==> config.mk <==
export PLATFORM = sky130hd
export DESIGN_NAME = wash_sequencer
export DESIGN_NICKNAME = d
export VERILOG_FILES = /design/src/rtl/wm_pkg.sv /design/src/rtl/wm_phase_pick.sv /design/src/rtl/wash_sequencer.sv
export SDC_FILE = /design/constraint.sdc
export NUM_CORES = 1
export LEC_CHECK = 0
export CAP_MARGIN = 20
export CORE_UTILIZATION = 60
export DETAILED_ROUTE_END_ITERATION = 12
export DONT_BUFFER_PORTS = 1
export HOLD_SLACK_MARGIN = 0.15
export PLACE_DENSITY = 0.76
export SYNTH_ARGS = -nofsm -noshare
export SYNTH_HDL_FRONTEND = slang
export SYNTH_SLANG_ARGS = --single-unit
export TNS_END_PERCENT = 30
==> constraint.sdc <==
create_clock -name i_cp -period 10.89 [get_ports i_cp]
set_input_delay 1.089 -clock i_cp [delete_from_list [all_inputs] [get_ports i_cp]]
set_output_delay 1.089 -clock i_cp [all_outputs]
set_load 0.01 [all_outputs]
==> src/rtl/wm_pkg.sv <==
// Shared washing-machine definitions: phase codes, program field layout, sequencer states.
// Also carries the program-type codes used by the setting stage.
// Helper functions extract a phase field, sum a program and decode actuators.
package wm_pkg;

    localparam int PROG_W  = 26;
    localparam int FIELD_W = 4;

    // Phase codes, in execution order
    localparam logic [2:0] PH_WFILL  = 3'd0;
    localparam logic [2:0] PH_WASH   = 3'd1;
    localparam logic [2:0] PH_WDRAIN = 3'd2;
    localparam logic [2:0] PH_WSPIN  = 3'd3;
    localparam logic [2:0] PH_RFILL  = 3'd4;
    localparam logic [2:0] PH_RINSE  = 3'd5;
    localparam logic [2:0] PH_FDRAIN = 3'd6;
    localparam logic [2:0] PH_FSPIN  = 3'd7;

    // Field positions inside the program word, MSB first
    localparam int WFILL_MSB  = 25;
    localparam int WFILL_LSB  = 23;
    localparam int WASH_MSB   = 22;
    localparam int WASH_LSB   = 19;
    localparam int WDRAIN_MSB = 18;
    localparam int WDRAIN_LSB = 16;
    localparam int WSPIN_MSB  = 15;
    localparam int WSPIN_LSB  = 13;
    localparam int RFILL_MSB  = 12;
    localparam int RFILL_LSB  = 10;
    localparam int RINSE_MSB  = 9;
    localparam int RINSE_LSB  = 6;
    localparam int FDRAIN_MSB = 5;
    localparam int FDRAIN_LSB = 3;
    localparam int FSPIN_MSB  = 2;
    localparam int FSPIN_LSB  = 0;

    // Sequencer states
    typedef enum logic [1:0] {
        ST_IDLE  = 2'd0,
        ST_RUN   = 2'd1,
        ST_PAUSE = 2'd2,
        ST_DONE  = 2'd3
    } seq_state_e;

    // Program-type codes shared with the setting stage
    localparam logic [2:0] WRD = 3'd0;
    localparam logic [2:0] W   = 3'd1;
    localparam logic [2:0] WR  = 3'd2;
    localparam logic [2:0] R   = 3'd3;
    localparam logic [2:0] RD  = 3'd4;
    localparam logic [2:0] D   = 3'd5;
    localparam logic [2:0] USE = 3'd6;

    // Duration field of one phase, zero-extended to 4 bits
    function automatic logic [FIELD_W-1:0] field_of(input logic [PROG_W-1:0] prog,
                                                    input logic [2:0] idx);
        logic [FIELD_W-1:0] f;
        case (idx)
            PH_WFILL:  f = {1'b0, prog[WFILL_MSB:WFILL_LSB]};
            PH_WASH:   f = prog[WASH_MSB:WASH_LSB];
            PH_WDRAIN: f = {1'b0, prog[WDRAIN_MSB:WDRAIN_LSB]};
            PH_WSPIN:  f = {1'b0, prog[WSPIN_MSB:WSPIN_LSB]};
            PH_RFILL:  f = {1'b0, prog[RFILL_MSB:RFILL_LSB]};
            PH_RINSE:  f = prog[RINSE_MSB:RINSE_LSB];
            PH_FDRAIN: f = {1'b0, prog[FDRAIN_MSB:FDRAIN_LSB]};
            default:   f = {1'b0, prog[FSPIN_MSB:FSPIN_LSB]};
        endcase
        return f;
    endfunction

    // Whole-program duration in ticks (max 72, fits in 8 bits)
    function automatic logic [7:0] sum_fields(input logic [PROG_W-1:0] prog);
        logic [7:0] s;
        s = 8'd0;
        for (int i = 0; i < 8; i++) begin
            s = s + {4'd0, field_of(prog, 3'(i))};
        end
        return s;
    endfunction

    // Actuator pattern for a phase: {water_in, water_out, motor_wash, motor_spin}
    function automatic logic [3:0] act_of(input logic [2:0] ph);
        logic [3:0] a;
        case (ph)
            PH_WFILL, PH_RFILL:   a = 4'b1000;
            PH_WASH, PH_RINSE:    a = 4'b0010;
            PH_WDRAIN, PH_FDRAIN: a = 4'b0100;
            default:              a = 4'b0101;
        endcase
        return a;
    endfunction

endpackage

==> src/rtl/wm_phase_pick.sv <==
// Finds the lowest-index phase at or above i_start whose duration field is nonzero.
// Purely combinational, zero latency.
// No flow control; i_start of 8 means no phase is eligible.
module wm_phase_pick
    import wm_pkg::*;
(
    input  logic [PROG_W-1:0]  i_program,
    input  logic [3:0]         i_start,
    output logic               o_found,
    output logic [2:0]         o_idx,
    output logic [FIELD_W-1:0] o_field
);

    // Scan downwards so the lowest eligible index is the one that sticks
    always_comb begin
        o_found = 1'b0;
        o_idx   = 3'd0;
        o_field = '0;
        for (int i = 7; i >= 0; i--) begin
            if ((4'(i) >= i_start) && (field_of(i_program, 3'(i)) != '0)) begin
                o_found = 1'b1;
                o_idx   = 3'(i);
                o_field = field_of(i_program, 3'(i));
            end
        end
    end

endmodule

==> src/rtl/wash_sequencer.sv <==
// Runs an eight-phase wash program, counting each phase down on 1 s ticks and skipping empty ones.
// Counters change on the tick edge; actuators follow the phase one cycle later.
// pause freezes counting and drops simultaneous ticks; abort returns to IDLE from anywhere.
module wash_sequencer
    import wm_pkg::*;
#(
    parameter int TOTAL_W = 8
) (
    input  logic               i_cp,
    input  logic               i_reset,
    input  logic               i_start,
    input  logic               i_pause,
    input  logic               i_abort,
    input  logic               i_clear,
    input  logic               i_tick,
    input  logic [PROG_W-1:0]  i_program,
    output logic [2:0]         o_phase,
    output logic [3:0]         o_phase_remaining,
    output logic [TOTAL_W-1:0] o_total_remaining,
    output logic               o_water_in,
    output logic               o_water_out,
    output logic               o_motor_wash,
    output logic               o_motor_spin,
    output logic               o_busy,
    output logic               o_done,
    output logic               o_done_pulse
);

    seq_state_e         r_state;
    logic [PROG_W-1:0]  r_prog;
    logic [2:0]         r_phase;
    logic [3:0]         r_prem;
    logic [TOTAL_W-1:0] r_total;
    logic [3:0]         r_act;
    logic               r_done_pulse;

    logic [PROG_W-1:0]  w_pick_prog;
    logic [3:0]         w_pick_start;
    logic               w_found;
    logic [2:0]         w_idx;
    logic [3:0]         w_field;
    logic [7:0]         w_sum;

    // In IDLE the picker looks at the live input so the first phase is chosen on the start edge;
    // while running it searches the latched program above the current phase.
    assign w_pick_prog  = (r_state == ST_IDLE) ? i_program : r_prog;
    assign w_pick_start = (r_state == ST_IDLE) ? 4'd0 : ({1'b0, r_phase} + 4'd1);
    assign w_sum        = sum_fields(i_program);

    wm_phase_pick u_pick (
        .i_program (w_pick_prog),
        .i_start   (w_pick_start),
        .o_found   (w_found),
        .o_idx     (w_idx),
        .o_field   (w_field)
    );

    // Sequencer state, counters and registered actuator enables
    always_ff @(posedge i_cp) begin
        if (i_reset) begin
            r_state      <= ST_IDLE;
            r_prog       <= '0;
            r_phase      <= 3'd0;
            r_prem       <= 4'd0;
            r_total      <= '0;
            r_act        <= 4'd0;
            r_done_pulse <= 1'b0;
        end else if (i_abort) begin
            r_state      <= ST_IDLE;
            r_phase      <= 3'd0;
            r_prem       <= 4'd0;
            r_total      <= '0;
            r_act        <= 4'd0;
            r_done_pulse <= 1'b0;
        end else begin
            r_done_pulse <= 1'b0;
            case (r_state)
                ST_IDLE: begin
                    r_act <= 4'd0;
                    if (i_start) begin
                        r_prog <= i_program;
                        if (w_found) begin
                            r_state <= ST_RUN;
                            r_phase <= w_idx;
                            r_prem  <= w_field;
                            r_total <= TOTAL_W'(w_sum);
                        end else begin
                            r_state      <= ST_DONE;
                            r_phase      <= 3'd0;
                            r_prem       <= 4'd0;
                            r_total      <= '0;
                            r_done_pulse <= 1'b1;
                        end
                    end
                end
                ST_RUN: begin
                    if (i_pause) begin
                        r_state <= ST_PAUSE;
                        r_act   <= 4'd0;
                    end else begin
                        r_act <= act_of(r_phase);
                        if (i_tick) begin
                            if (r_prem > 4'd1) begin
                                r_prem  <= r_prem - 4'd1;
                                r_total <= r_total - TOTAL_W'(1);
                            end else if (w_found) begin
                                r_phase <= w_idx;
                                r_prem  <= w_field;
                                r_total <= r_total - TOTAL_W'(1);
                            end else begin
                                // Last phase finished: phase index is kept as the final one
                                r_state      <= ST_DONE;
                                r_prem       <= 4'd0;
                                r_total      <= '0;
                                r_act        <= 4'd0;
                                r_done_pulse <= 1'b1;
                            end
                        end
                    end
                end
                ST_PAUSE: begin
                    r_act <= 4'd0;
                    if (!i_pause) begin
                        r_state <= ST_RUN;
                    end
                end
                ST_DONE: begin
                    r_act <= 4'd0;
                    if (i_clear) begin
                        r_state <= ST_IDLE;
                        r_phase <= 3'd0;
                        r_prem  <= 4'd0;
                        r_total <= '0;
                    end
                end
                default: begin
                    r_state <= ST_IDLE;
                    r_act   <= 4'd0;
                end
            endcase
        end
    end

    assign o_phase           = r_phase;
    assign o_phase_remaining = r_prem;
    assign o_total_remaining = r_total;
    assign o_water_in        = r_act[3];
    assign o_water_out       = r_act[2];
    assign o_motor_wash      = r_act[1];
    assign o_motor_spin      = r_act[0];
    assign o_busy            = (r_state == ST_RUN) || (r_state == ST_PAUSE);
    assign o_done            = (r_state == ST_DONE);
    assign o_done_pulse      = r_done_pulse;

endmodule

==> metrics.cfg <==
[floorplanning]
die_x_um = 81.7
dieArea_um2 = 6670
die_height_um = 81.7
num_rows = 28
start_util_pct = 63.2
core_area_um2 = 6030
io-pin-count = 55

[power]
pwr-share-seq_pct = 33.1
ir_worst_vdd_uv = 101
power.total_uw = 575
combPwrFrac_pct = 43.1
swShare_pct = 38.3
clkPwrFrac_pct = 23.7
cellPowerDensity_nw_per_um2 = 146
p_leak_nw = 1.57
netSwitchingPower_uw = 220
p_int_uw = 355

[run]
max-cap-violations = 0

[setup_path]
cp-start-kind = primary input
r2r_end = o_phase[0]
worstRegToRegCells = 9
cp_data_required_time_ps = 11130
cp_max_fo = 3
slowest_stage = fa_1
crit_buf_inv = 5
cp_cell_sequence = inv_1 > fa_1 > fa_1 > inv_1 > fa_1 > inv_1 > fa_1 > inv_1 > ha_1 > inv_1 > fa_1 > nor2b_1 > o21a_1 > o211ai_1 > a21oi_1 > a41oi_1 > o22ai_1
critical_path_arrival_ps = 4650
path_class = primary input to flop
rr_startpoint = o_phase[0]
critPathCaptureType = flop
cpPeakStageDelay_ps = 540
regToRegSetupSlack_ps = 7450
path_delay_family = adder cells

[layout]
area_growth_pct = 3.55
nets = 532
final_util_pct = 65.5
drive_above_1_share_pct = 8.71
layout_commonest_cell = nand2_1
nFillCells = 558
n_antenna_cell = 0
final_cell_mix = nand2_1, dfxtp_1, a21oi_1, inv_1, nor2_1

[synthesis]
synth_cell_type_count = 80
synthArstFlopShare_pct = 0
ys_seq_area_share_pct = 23.6
synth_top_cell_by_area = dfxtp_1
synth-seq-cells = 45
synth_flop_cell = dfxtp_1
syn_avg_cell_area_um2 = 8.12
synth_nets = 543
synthCells = 469
synth.area.top_cells = dfxtp_1, fa_1, ha_1
synth_warnings = 0
synth_top_area_share_pct = 23.6
synth_edf_count = 0
syn_area_um2 = 3810

[global_route]
grt_pass1_vias = 3403
grt_pass1_wl_um = 16000
antenna_found_initial = 0
overflow = 0
grtUsageTotal_pct = 31.7
grt_start_max_net_pins = 44

[timing]
setup_viol = 0
period_needed_ps = 4410
whs_ps = 468
fmax_mhz = 227
finClkSkew_ps = 7.81
period_share_pct = 40.5
tightest_slew_ps = 1010
final_hold_viol_count = 0
slew_viol_final = 0
final.setup.tns_ps = 0
maxSlewHeadroom_pct = 32.1
rsz0062_at_grt = false

[route]
route.vias.total = 3438
wire_per_inst_um = 18.8
wl_met1_um = 4190
antenna_left = 0
drtIter0Drc = 177
dr_wl_met3_um = 966
top_layer = met4
drt_wl_total_um = 10000
vias_per_cell = 6.44
firstDrtPassIters = 4
drc = 0
route.met2.wl_um = 4730

[cts]
cts_tree = yes
holdBufCountCts = 0
cts_root_buffer = clkbuf_8
clock_latency_ps = 310
cts_max_level = 2
path_clk_slew_ps = 90
cts_inserted_buffers = 5
cts_resized = 0
clkSinkCount = 45
cts_setup_buffers = 0
cts.path.max_buffers = 2

[worst_hold_path]
hold_end = r_prog[8]
min-delay-start = r_prog[8]
hold_path.class = flop to flop
hold_depth = 2

[outcome]
outcome = finished, final reports clean

[placed_design]
port_buffers = 0
gp_congestion = 0.978
dp_hpwl_um = 7610

==> worst max path at each step <==
stage | from | to | cells past startpoint
final | i_program[2] | o_total_remaining[6] | 17
after global routing | i_program[2] | o_total_remaining[6] | 17
after CTS | i_program[2] | o_total_remaining[6] | 17
after detailed placement | i_program[2] | o_total_remaining[6] | 17
after global placement | i_program[2] | o_total_remaining[6] | 17
after floorplan | i_program[2] | o_total_remaining[6] | 17
==> power by group through the flow <==
| stage | Clock (mW) | Combinational [mW] | Sequential (mW) |
|---|---|---|---|
| after floorplan | 0 | 0.198 | 0.191 |
| after global placement | 0 | 0.238 | 0.194 |
| after detailed placement | 0 | 0.245 | 0.194 |
| after CTS | 0.137 | 0.248 | 0.190 |
| after global routing | 0.143 | 0.281 | 0.193 |
| final | 0.136 | 0.248 | 0.191 |
==> metal layers <==
layer,vias up,GRT usage [%]
li1,1650,-
met1,1619,38.5
met2,157,53.3
met3,12,10.0
met4,0,10.0
met5,-,0
==> tightest hold or removal path, cell delays in order (launching register included) <==
cell	delay [ps]
dfxtp_1	320
nand2_1	50
a21oi_1	50
==> logic make-up (layout without fill, tap and decap cells) <==
family | Yosys count | in the layout | share of synthesized area (%)
and+or+nand+nor | 173 | 173 | 23.7
adders and majority gates | 41 | 41 | 17.2
xor gates and xnor gates | 3 | 3 | 0.690
DFF | 45 | 45 | 23.6
AOI/OAI and AO/OA | 129 | 129 | 24.1
buffers and inverters | 65 | 55 | 7.06
muxes | 13 | 13 | 3.58
==> state kept, by name, indices dropped and copies added, names as in the netlist <==
name               cells
o_phase_remaining      4
r_act                  4
r_prog                23
o_done_pulse           1
o_total_remaining      8
r_state                2
o_phase                3
==> layout make-up <==
type / count / area [um2] / area share (%)
flip-flops and latches: 45 / 901 / 22.8
clock buffers: 6 / 82.6 / 2.09
repair buffers: 3 / 22.5 / 0.571
inverters: 44 / 165 / 4.19
clock inverters: 2 / 37.5 / 0.951
multi-input cells: 359 / 2640 / 67.0
well taps: 75 / 93.8 / 2.38
==> stage by stage <==
stage          worst slack, ps  cell area [um2]  std cells
4_1_cts                   6470             3950        534
3_5_place_dp              6140             3820        526
5_1_grt                   6270             3950        534
6_report                  6480             3950        534
3_3_place_gp              6250             3820        526
2_1_floorplan             6330             3810        469
==> synth_stat cells, types with 3 or more instances <==
master,instances
nand2_1,71
dfxtp_1,45
a21oi_1,44
inv_1,42
ha_1,22
nor2_1,22
fa_1,19
o21ai_0,15
clkbuf_1,14
nor3_1,14
mux2i_1,8
nand2b_1,8
a211oi_1,7
nor4_1,6
o31ai_1,6
or3_1,6
a31oi_1,5
and2_1,5
mux2_2,5
nor2b_1,5
o22ai_1,5
and3_1,4
nand3_1,4
nand4_1,4
a2111oi_0,3
a221oi_1,3
a32oi_1,3
nor3b_1,3
o211ai_1,3
or2_2,3
No activity file was read; power rests on OpenSTA's default activity.
